### src/rtl/fifo_rd_pkg.sv
// Shared types for the fifo_async read-side drain engine.
package fifo_rd_pkg;

  typedef enum logic [1:0] {
    IDLE  = 2'd0,
    RUN   = 2'd1,
    FLUSH = 2'd2,
    DONE  = 2'd3
  } rd_state_t;

  localparam int LEN_W_DEFAULT = 16;

endpackage

### src/rtl/fifo_rd_buf.sv
// Small synchronous output buffer with first-word-fall-through head.
module fifo_rd_buf #(
  parameter int WIDTH = 8,
  parameter int DEPTH = 4
) (
  input  logic                     clk_i,
  input  logic                     rst_i,
  input  logic                     push_i,
  input  logic [WIDTH-1:0]         push_data_i,
  input  logic                     pop_i,
  output logic [WIDTH-1:0]         head_o,
  output logic                     valid_o,
  output logic [$clog2(DEPTH):0]   occ_o
);

  localparam int AW = $clog2(DEPTH);

  logic [WIDTH-1:0] mem_q [DEPTH];
  logic [WIDTH-1:0] mem_d [DEPTH];
  logic [AW-1:0]    wr_ptr_q, wr_ptr_d;
  logic [AW-1:0]    rd_ptr_q, rd_ptr_d;
  logic [AW:0]      occ_q, occ_d;
  logic             do_push_s, do_pop_s;

  // pointer, occupancy and storage next-state
  always_comb begin
    mem_d     = mem_q;
    do_push_s = push_i && (occ_q != (AW+1)'(DEPTH));
    do_pop_s  = pop_i && (occ_q != {(AW+1){1'b0}});
    wr_ptr_d  = wr_ptr_q + AW'(do_push_s);
    rd_ptr_d  = rd_ptr_q + AW'(do_pop_s);
    occ_d     = occ_q + (AW+1)'(do_push_s) - (AW+1)'(do_pop_s);
    if (do_push_s) begin
      mem_d[wr_ptr_q] = push_data_i;
    end else begin
      mem_d = mem_q;
    end
  end

  // buffer state registers
  always_ff @(posedge clk_i) begin
    if (rst_i) begin
      for (int i = 0; i < DEPTH; i++) begin
        mem_q[i] <= {WIDTH{1'b0}};
      end
      wr_ptr_q <= {AW{1'b0}};
      rd_ptr_q <= {AW{1'b0}};
      occ_q    <= {(AW+1){1'b0}};
    end else begin
      mem_q    <= mem_d;
      wr_ptr_q <= wr_ptr_d;
      rd_ptr_q <= rd_ptr_d;
      occ_q    <= occ_d;
    end
  end

  assign head_o  = mem_q[rd_ptr_q];
  assign valid_o = (occ_q != {(AW+1){1'b0}});
  assign occ_o   = occ_q;

endmodule

### src/rtl/fifo_rd_drain.sv
// Drains an exact word count from fifo_async without reading while empty and
// forwards the words on a valid/ready stream.
module fifo_rd_drain
  import fifo_rd_pkg::*;
#(
  parameter int WIDTH     = 8,
  parameter int BUF_DEPTH = 4,
  parameter int LEN_W     = LEN_W_DEFAULT
) (
  input  logic             rd_clk_i,
  input  logic             rst_i,
  input  logic             start_i,
  input  logic [LEN_W-1:0] len_i,
  input  logic             empty_i,
  input  logic [WIDTH-1:0] rdata_i,
  input  logic             rd_error_i,
  output logic             rd_valid_o,
  output logic             m_valid_o,
  output logic [WIDTH-1:0] m_data_o,
  input  logic             m_ready_i,
  output logic             busy_o,
  output logic             done_o,
  output logic [LEN_W-1:0] remaining_o,
  output logic             err_o
);

  localparam int OW = $clog2(BUF_DEPTH) + 1;

  rd_state_t        state_q, state_d;
  logic [LEN_W-1:0] remaining_q, remaining_d;
  logic             inflight_q, inflight_d;
  logic             err_q, err_d;
  logic [OW-1:0]    occ_s;
  logic [OW:0]      level_s;
  logic             buf_valid_s, pop_s, rd_issue_s;
  logic [WIDTH-1:0] head_s;

  // words already read from the FIFO land here one cycle later
  fifo_rd_buf #(
    .WIDTH (WIDTH),
    .DEPTH (BUF_DEPTH)
  ) u_buf (
    .clk_i       (rd_clk_i),
    .rst_i       (rst_i),
    .push_i      (inflight_q),
    .push_data_i (rdata_i),
    .pop_i       (pop_s),
    .head_o      (head_s),
    .valid_o     (buf_valid_s),
    .occ_o       (occ_s)
  );

  // read issue decision and FSM next-state
  always_comb begin
    pop_s       = buf_valid_s && m_ready_i;
    // a read is safe only if its word will find room once the in-flight word lands
    level_s     = {1'b0, occ_s} + (OW+1)'(inflight_q) - (OW+1)'(pop_s);
    rd_issue_s  = (state_q == RUN) && !empty_i && (remaining_q != {LEN_W{1'b0}})
                  && (level_s < (OW+1)'(BUF_DEPTH));
    state_d     = state_q;
    remaining_d = remaining_q;
    inflight_d  = rd_issue_s;
    err_d       = err_q | rd_error_i;
    case (state_q)
      IDLE: begin
        if (start_i) begin
          remaining_d = len_i;
          state_d     = (len_i == {LEN_W{1'b0}}) ? FLUSH : RUN;
        end else begin
          state_d = IDLE;
        end
      end
      RUN: begin
        if (rd_issue_s) begin
          remaining_d = remaining_q - LEN_W'(1);
          state_d     = (remaining_q == LEN_W'(1)) ? FLUSH : RUN;
        end else begin
          state_d = RUN;
        end
      end
      FLUSH: begin
        if (!inflight_q && (occ_s == {OW{1'b0}})) begin
          state_d = DONE;
        end else begin
          state_d = FLUSH;
        end
      end
      DONE:    state_d = IDLE;
      default: state_d = IDLE;
    endcase
  end

  // control state registers
  always_ff @(posedge rd_clk_i) begin
    if (rst_i) begin
      state_q     <= IDLE;
      remaining_q <= {LEN_W{1'b0}};
      inflight_q  <= 1'b0;
      err_q       <= 1'b0;
    end else begin
      state_q     <= state_d;
      remaining_q <= remaining_d;
      inflight_q  <= inflight_d;
      err_q       <= err_d;
    end
  end

  assign rd_valid_o  = rd_issue_s;
  assign m_valid_o   = buf_valid_s;
  assign m_data_o    = head_s;
  assign busy_o      = (state_q != IDLE);
  assign done_o      = (state_q == DONE);
  assign remaining_o = remaining_q;
  assign err_o       = err_q;

endmodule
### config.mk
export PLATFORM = sky130hd
export DESIGN_NAME = fifo_rd_drain
export DESIGN_NICKNAME = d
export VERILOG_FILES = /design/src/rtl/fifo_rd_pkg.sv /design/src/rtl/fifo_rd_buf.sv /design/src/rtl/fifo_rd_drain.sv
export SDC_FILE = /design/constraint.sdc
export NUM_CORES = 1
export LEC_CHECK = 0
export ABC_AREA = 1
export BUFFER_PORTS_ARGS = -buffer_cell sky130_fd_sc_hd__buf_2
export CAP_MARGIN = 30
export CORE_MARGIN = 1.5
export CORE_UTILIZATION = 33
export CTS_CLUSTER_DIAMETER = 80
export CTS_CLUSTER_SIZE = 40
export DETAILED_ROUTE_END_ITERATION = 6
export GPL_TIMING_DRIVEN = 0
export HOLD_SLACK_MARGIN = 0.08
export PLACE_DENSITY = 0.53
export RECOVER_POWER = 100
export SLEW_MARGIN = 0
export SYNTH_ARGS = -nofsm -noshare
export SYNTH_HDL_FRONTEND = slang
export SYNTH_SLANG_ARGS = --single-unit
### constraint.sdc
create_clock -name rd_clk_i -period 2.5 [get_ports rd_clk_i]
set_input_delay 0 -clock rd_clk_i [delete_from_list [all_inputs] [get_ports rd_clk_i]]
set_output_delay 0 -clock rd_clk_i [all_outputs]
set_load 0.01 [all_outputs]
==> results of run 1 <==
-- flip-flops by register name (all words and copies together) (netlist names) --
| name | count |
|---|---|
| u_buf.occ_o | 3 |
| err_o | 1 |
| state_q | 2 |
| remaining_o | 16 |
| u_buf.mem_q | 32 |
| u_buf.rd_ptr_q | 2 |
| inflight_q | 1 |
| u_buf.wr_ptr_q | 2 |
-- cells by family (layout without fill, tap and decap cells) --
family                   after synthesis  count (layout)  synth area share
AND/OR/NAND/NOR                      250             250             0.314
buffers and inverters                 86             193             0.105
flip-flops                            59              59             0.361
XOR/XNOR                               2               2           0.00536
adder cells (fa/ha/maj)                9               9            0.0368
AO/OA/AOI/OAI                        115             115             0.178
-- timing repair --
| item | 4_1_cts | 5_1_grt |
|---|---|---|
| pin swaps | 1 | 2 |
| endpoints found under the setup margin | 9 | 15 |
| hold buffers | 28 | 0 |
| buffers inserted | 1 | 5 |
| endpoints found under the hold margin | 49 | 0 |
| resized for setup | 8 | 6 |
-- power by group through the flow --
stage / clock (W) / sequential [W] / combinational [W]
floorplan: 0 / 0.00114 / 0.000854
global placement: 0 / 0.00114 / 0.00123
detailed placement: 0 / 0.00114 / 0.00124
CTS: 0.000931 / 0.00112 / 0.00134
global route: 0.000977 / 0.00113 / 0.00163
finish: 0.000906 / 0.00112 / 0.00142
-- cell usage in the layout (no fill, tap or decap), drive strengths merged, types with 8 or more instances in the layout --
master / n
nand2: 120
inv: 66
nand3: 54
o21ai: 37
buf: 53
a21oi: 77
dfxtp: 59
ha: 8
dlygate4sd3: 28
nor2: 71
clkbuf: 41
-- synthesized netlist by cell type --
master	n	area [um2]
sky130_fd_sc_hd__fa_1	1	20.0
sky130_fd_sc_hd__nand2_1	119	447
sky130_fd_sc_hd__buf_1	1	3.75
sky130_fd_sc_hd__xnor2_1	2	17.5
sky130_fd_sc_hd__inv_2	2	7.51
sky130_fd_sc_hd__buf_6	2	22.5
sky130_fd_sc_hd__nand2_2	1	6.26
sky130_fd_sc_hd__nor3_1	2	10.0
sky130_fd_sc_hd__and2_1	2	12.5
sky130_fd_sc_hd__inv_1	62	233
sky130_fd_sc_hd__clkbuf_1	15	56.3
sky130_fd_sc_hd__nor2_1	70	263
sky130_fd_sc_hd__nand3_1	54	270
sky130_fd_sc_hd__ha_1	8	100
sky130_fd_sc_hd__nor2_4	1	11.3
sky130_fd_sc_hd__a21oi_2	1	8.76
sky130_fd_sc_hd__o21ai_0	37	185
sky130_fd_sc_hd__dfxtp_1	59	1180
sky130_fd_sc_hd__or2_0	1	6.26
sky130_fd_sc_hd__buf_2	4	20.0
sky130_fd_sc_hd__a31oi_1	1	6.26
sky130_fd_sc_hd__a21oi_1	76	380
-- area by class of cell --
cell class	instances	area, um2	share of cell area
inverter	64	240	0.0562
buffer	22	113	0.0264
clock buffer	9	124	0.0290
clock inverter	7	76.3	0.0179
sequential	59	1180	0.277
multi-input combinational	376	1780	0.417
tap	133	166	0.0390
timing repair buffer	91	589	0.138
-- layer usage --
layer / vias to the layer above / wire [um] / GRT usage
met5: - / 0 / 0
met4: 0 / 184 / 0.0748
met3: 15 / 518 / 0.0332
met2: 104 / 4760 / 0.332
met1: 1642 / 4800 / 0.274
li1: 1873 / - / -
-- metrics by stage --
step | instance area, um2 | setup slack [ps] | hold WS, ps
floorplan | 3270 | 250 | 121
global placement | 3720 | -2.06 | 210
detailed placement | 3720 | -31.9 | 253
CTS | 4230 | 17.2 | 111
global route | 4270 | -17.5 | 186
finish | 4270 | 197 | 136
-- worst reg2reg max path, cell delays in order (launching register included) --
cell and delay (ps):
sky130_fd_sc_hd__dfxtp_1 400, sky130_fd_sc_hd__inv_1 70, sky130_fd_sc_hd__nor2_1 540, sky130_fd_sc_hd__nand2_1 380
sky130_fd_sc_hd__nand2_1 140, sky130_fd_sc_hd__a21oi_1 60, sky130_fd_sc_hd__dlygate4sd3_1 570
-- how the worst min path moves through the flow --
stage / to / slack (ps) / depth (start not counted)
after floorplan: err_o / 120 / 2
after CTS: u_buf.rd_ptr_q[0] / 110 / 5
final: u_buf.rd_ptr_q[0] / 140 / 5
after detailed placement: err_o / 250 / 3
after global placement: err_o / 210 / 3
after global routing: u_buf.rd_ptr_q[0] / 190 / 5
==> metrics list, run 1 <==
* Proportion of power drawn by combinational gates: 0.412
* Count of filler cells inserted in the layout: between 1000 and 1500
* Worst setup skew after layout: around 11 ps
* Maximum number of pins on one net before global-route repair: 13
- The worst pin sits at a relative slew slack of 0.532.
* Overall power of the completed layout: 0.00345 W
- For this run, the share of the core covered by cells in the final layout is 0.441.
* Starting Density: 0.337
- Counting buffers and inverters, the worst setup path is 17 cells deep.
- The H-tree was split into 3 levels.
* Final number of max-transition violations: 0
* Result of the run: finished clean
* Sequential cell fraction of total power: 0.325
* Cell area after technology mapping: roughly 3300 um2
- After detailed placement, the design holds a cell count of around 700.
* Cell repeated most along the worst path: sky130_fd_sc_hd__nand2_1
- The worst path in the final design needs a cycle of approximately 2300 ps, including I/O delays and setup.
- For this run, the top clock speed supported by timing is between 400 and 500 MHz.
- The number of global-route vias before repair is about 3400.
- IR drop worst, VDD: 0.480 mV
- The floorplan step defined a die boundary enclosing 10500 um2.
- Worst Path Required: 2500 ps
- Internal power comes to 0.00205 W.
- # setup viols final: 0
* Leakage power figure: 1.92 nW
- Count of different cell masters after synthesis: 22
- CORE AREA: just under 10000 um2
- Biggest fanout along the worst timing path: 3
- Average wire per cell in the routed design: about 13 um
* Initial DRT Pass Iterations: 5
- Leftover overflow at the end of global routing: 0
- The critical path contains buffers and inverters numbering 6 combined.
- Worst setup path startpoint: u_buf.occ_o[1]
- The tree is rooted in a sky130_fd_sc_hd__clkbuf_8.
- Final non-filler cell total: 761
- The first global-routing pass estimated roughly 17000 um of wire.
* Clk_lat worst skew: about 340 ps
* Height of the die: 103 um
* FF-to-FF path depth: 6
- End of the critical path: rd_valid_o
- Of the total power, the share spent switching nets is 0.406.
- After legalization and detailed placement, the total HPWL measured approximately 7000 um.
- Area growth, synth to finish: 30.7%
- Counting along the longest clock path gives a buffer depth of 2.
- Final Net Count: 662
* Net switching component of the power: between 0.001 and 0.0015 W
- Dividing total power by cell area gives a power density of about 800 nW/um2.
- Setup crit start kind: flop
- CTS sink count: between 50 and 60
- DRC: 0
* Number of I/O pins: just under 60
- Routed wire length: between 10000 and 15000 um
- Traced cell by cell, the critical path runs through inv_2 > nand3_2 > and2_4 > ha_4 > inv_1 > ha_4 > nand2_1 > inv_1 > nand2_1 > nand2_1 > nand2_1 > nand2_1 > nor2_2 > nand2_2 > buf_8 > inv_1 > buf_2.
* Clk pin slew, worst setup/hold paths: around 70 ps
- Max-capacitance violation count: 0
* All-layer global routing usage: 0.204
- Clock power frac: 0.263
- Final TNS setup: 0 ps
- In this run the mean area of a mapped cell was about 6.3 um2.
* CTS tree: yes
- Type of the setup path with the least slack: reg2out
- Hold crit path type: in2reg
* RD Place Congestion: slightly below 0.9
* Stage delay of the slowest cell on the critical path: roughly 340 ps
- Synthesized netlist net count: 560
* Worst R2R Setup Slack: 230 ps
* Cell count after synthesis: roughly 520
- Fraction of layout instances using a drive strength above 1: 0.132
- Final antenna-violating net count: 0
* Final Hold Viols: 0
* Overall via count from detail_route: about 3600
- Data arrives at the worst endpoint at roughly 2300 ps.
* Capturing element type of the critical path: primary output
- The initialized floorplan defines 36 standard-cell rows.
* Overall die width: 103 um
- Endpoint of the most critical register-to-register path: u_buf.mem_q[12]
- Using the TritonRoute via totals, the vias-per-cell ratio works out to roughly 4.8.
* Iteration-0 DRC Markers: 166
- The count of buffers added on input and output ports is 57.
* Standard cell with the maximum stage delay on the critical path: sky130_fd_sc_hd__dfxtp_2
* Critical register-to-register path startpoint: u_buf.wr_ptr_q[1]
- Of the available clock period, the critical path in the final layout requires 0.921.
- The initial antenna violation count was 0.
- 0 antenna diodes ended up in the layout.
* Number of clock buffers inserted by TritonCTS: 9
- Actual transition at the worst max-transition pin: ~700 ps
* Flip-flop and latch count after synthesis: 59
- Proportion of synthesized chip area in sequential cells: 0.361
* Cell family with most CP delay: simple AND/OR/NAND/NOR gates
* YS warnings: 0
- In this run the most critical hold path is launched from m_ready_i.
Note: power is estimated with default switching activity, not from simulation.
==> run 2: changes to the inputs <==
==> constraint.sdc (replaced) <==
create_clock -name rd_clk_i -period 2.4 [get_ports rd_clk_i]
set_input_delay 0 -clock rd_clk_i [delete_from_list [all_inputs] [get_ports rd_clk_i]]
set_output_delay 0 -clock rd_clk_i [all_outputs]
set_load 0.01 [all_outputs]
==> metrics list, run 2 (synthesis gave the netlist of run 1 again) <==
* Capturing element type of the critical path: primary output (unchanged)
* H-tree level count: 3 (unchanged)
* # setup viols final: 0 (unchanged)
- Actual transition at the worst max-transition pin: 643 ps (was 700 ps)
- The hold violation count in the final report came to 0 (unchanged).
* Final period util: 0.929
- Starting Density: 0.337 (unchanged)
- Maximum number of pins on one net before global-route repair: 13 (unchanged)
- Final antenna-violating net count: 0 (unchanged)
- Overall die width: 103 um (unchanged)
* IR drop worst, VDD: 0.502 mV (was 0.480 mV)
- Clk_lat worst skew: 340 ps (about the same)
* CTS sink count: 59 (unchanged)
- Port buffer count: 57 (unchanged)
* Count of standard-cell rows: 36 (unchanged)
- The clock buffer count from CTS came to 9 (unchanged).
- Overall power of the completed layout: 0.00363 W (was 0.00345 W)
- Total instance count after detailed placement: 711 (unchanged)
- The class of the worst hold path was in2reg (unchanged).
- Final Net Count: 664 (was 662)
- Static timing analysis puts the maximum clock frequency at around 450 MHz.
* Routed wire length: 10300 um (about the same)
- The register area was 1180 um2 (unchanged).
* Max-capacitance violation count: 0 (unchanged)
- Overall via count from detail_route: 3662 (was 3634)
- Power per cell area: 844 nW/um2 (was 807 nW/um2)
- The area of the core is 9680 um2 (unchanged).
- Flip-flop count of the largest register after layout: 32 (unchanged)
* Detailed placement HPWL: 7120 um (unchanged)
* Clock buffer depth: 2 (unchanged)
- Count of filler cells inserted in the layout: 1054 (was 1050)
- Top library cells by usage in the layout, fill and taps aside: sky130_fd_sc_hd__nand2_1 (119), sky130_fd_sc_hd__a21oi_1 (75), sky130_fd_sc_hd__nor2_1 (68), sky130_fd_sc_hd__inv_1 (58), sky130_fd_sc_hd__dfxtp_1 (57) (was sky130_fd_sc_hd__nand2_1 (119), sky130_fd_sc_hd__a21oi_1 (76), sky130_fd_sc_hd__nor2_1 (69), sky130_fd_sc_hd__inv_1 (59), sky130_fd_sc_hd__dfxtp_1 (57))
- The detailed router's first-iteration violation count came to 178 (was 166).
- The clock root buffer master is sky130_fd_sc_hd__clkbuf_8 (unchanged).
- The CTS clock-pin slew for the worst setup and hold paths was 70 ps (about the same).
- Critical path arrival: 2230 ps (was 2300 ps)
- Antenna violations before repair: 0 (unchanged)
- The first-pass GRT wire length is 16600 um (was 16500 um).
* Multi-input gate area in the final layout: 1790 um2 (was 1780 um2)
- The register with the highest flop count was u_buf.mem_q (unchanged).
- The data required time of the critical path came to 2400 ps (was 2500 ps).
* Average wire per cell in the routed design: 13.5 um (about the same)
- Result of the run: finished clean (unchanged).
- The ratio of cells with drive above 1 in the final layout was 0.140 (was 0.132).
* DRC: 0 (unchanged)
- The placer congestion estimate is 0.887 (unchanged).
- The worst clock skew on the final layout is 11.2 ps (was 10.9 ps).
- Post-detailed-route via-to-cell ratio: 4.80 (was 4.78)
- Height of the die: 103 um (unchanged)
- The number of diodes added for antenna fixing was 0 (unchanged).
- CTS tree: yes (unchanged)
- The post-layout instance count excluding filler cells was 763 (was 761).
* Most frequent standard cell in the layout excluding fill and tap cells: sky130_fd_sc_hd__nand2_1 (unchanged)
- Final number of max-transition violations: 0 (unchanged)
- The number of global-route vias before repair was 3377 (was 3368).
- Worst Hold Margin: 139 ps (was 136 ps)
- The area of the die came to 10500 um2 (unchanged).
- The worst slew slack as a fraction of its limit came to 0.569 (was 0.532).
- Initial DRT Pass Iterations: 5 (unchanged)
- Unrepaired setup endpoints after global routing: true
- All-layer global routing usage: 0.205 (was 0.204)
* Type of the setup path with the least slack: reg2out (unchanged)
- Leakage power figure: 1.93 nW (was 1.92 nW)
* Setup crit start kind: flop (unchanged)
* Biggest fanout along the worst timing path: 3 (unchanged)
- The routed design could run at a clock period as short as approximately 2200 ps.
- The total grt overflow came to 0 (unchanged).
- The layout-stage area growth over the synthesis result came to 31.6% (was 30.7%).
- Number of I/O pins: 59 (unchanged)
run 2: cell count changes in the layout (fill, tap and decap cells not counted):
cell                       change
sky130_fd_sc_hd__buf_4         +3
sky130_fd_sc_hd__inv_1         -1
sky130_fd_sc_hd__clkbuf_4      +1
sky130_fd_sc_hd__nor2_1        -1
sky130_fd_sc_hd__a21oi_1       -1
sky130_fd_sc_hd__inv_4         +1
sky130_fd_sc_hd__nor2_2        +1
sky130_fd_sc_hd__a21oi_2       +1
sky130_fd_sc_hd__buf_2         -2
run 2: what timing repair did:
| action | in CTS | in global routing |
|---|---|---|
| resized for setup | 8 | 13 |
| setup endpoints to repair | 17 | 21 |
| hold buffers | 28 | 0 |
| buffers inserted | 4 | 4 |
| pin swaps | 1 | 2 |
| hold endpoints to repair | 49 | 0 |
run 2: final cells by class:
type                    instances  area share
plain buffers                  22      0.0273
multi-input cells             376       0.415
inverters                      64      0.0564
well taps                     133      0.0387
flip-flops and latches         59       0.275
repair buffers                 93       0.141
clock buffers                   9      0.0288
clock inverters                 7      0.0177
run 2: path summary, 6_finish.rpt:
path	from	end	slack [ps]	cells past startpoint
hold / removal	m_ready_i	u_buf.rd_ptr_q[0]	140	5
setup reg to reg	u_buf.occ_o[2]	remaining_o[15]	190	17
setup / recovery	u_buf.occ_o[2]	rd_valid_o	170	17
hold reg to reg	u_buf.mem_q[19]	u_buf.mem_q[19]	450	2
run 2: through the flow:
step	setup WS (ps)	setup TNS [ps]	util	cell area (um2)
after floorplan	150	0	-	3270
after detailed placement	-132	-1330	0.384	3720
after global routing	-9.31	-17.8	0.444	4300
after CTS	4.35	0	0.439	4250
after global placement	-102	-811	0.384	3720
final	171	0	0.444	4300
run 2: worst max-delay path, cell delays in order, from the launching register on:
cell and delay (ps):
sky130_fd_sc_hd__dfxtp_2 330, sky130_fd_sc_hd__inv_2 70, sky130_fd_sc_hd__nand3_2 100, sky130_fd_sc_hd__and2_4 160, sky130_fd_sc_hd__ha_4 170, sky130_fd_sc_hd__inv_2 60, sky130_fd_sc_hd__ha_4 190, sky130_fd_sc_hd__nand2_1 60
sky130_fd_sc_hd__inv_1 30, sky130_fd_sc_hd__nand2_1 70, sky130_fd_sc_hd__nand2_1 50, sky130_fd_sc_hd__nand2_1 50, sky130_fd_sc_hd__nand2_1 60, sky130_fd_sc_hd__nor2_2 120, sky130_fd_sc_hd__nand2_2 90, sky130_fd_sc_hd__buf_8 130
sky130_fd_sc_hd__inv_1 40, sky130_fd_sc_hd__buf_2 110
run 2: where the power goes:
| part | internal (W) | total [W] | switching (W) |
|---|---|---|---|
| Sequential | 0.00108 | 0.00117 | 0.0000902 |
| Clock | 0.000486 | 0.000944 | 0.000457 |
| Combinational | 0.000598 | 0.00152 | 0.000921 |
run 2: routing by layer:
metal / part of all wire / wire, um / track usage
met1: 0.46 / 4730 / 0.274
met2: 0.46 / 4790 / 0.335
met3: 0.062 / 637 / 0.0332
met4: 0.018 / 182 / 0.0748
met5: 0 / 0 / 0
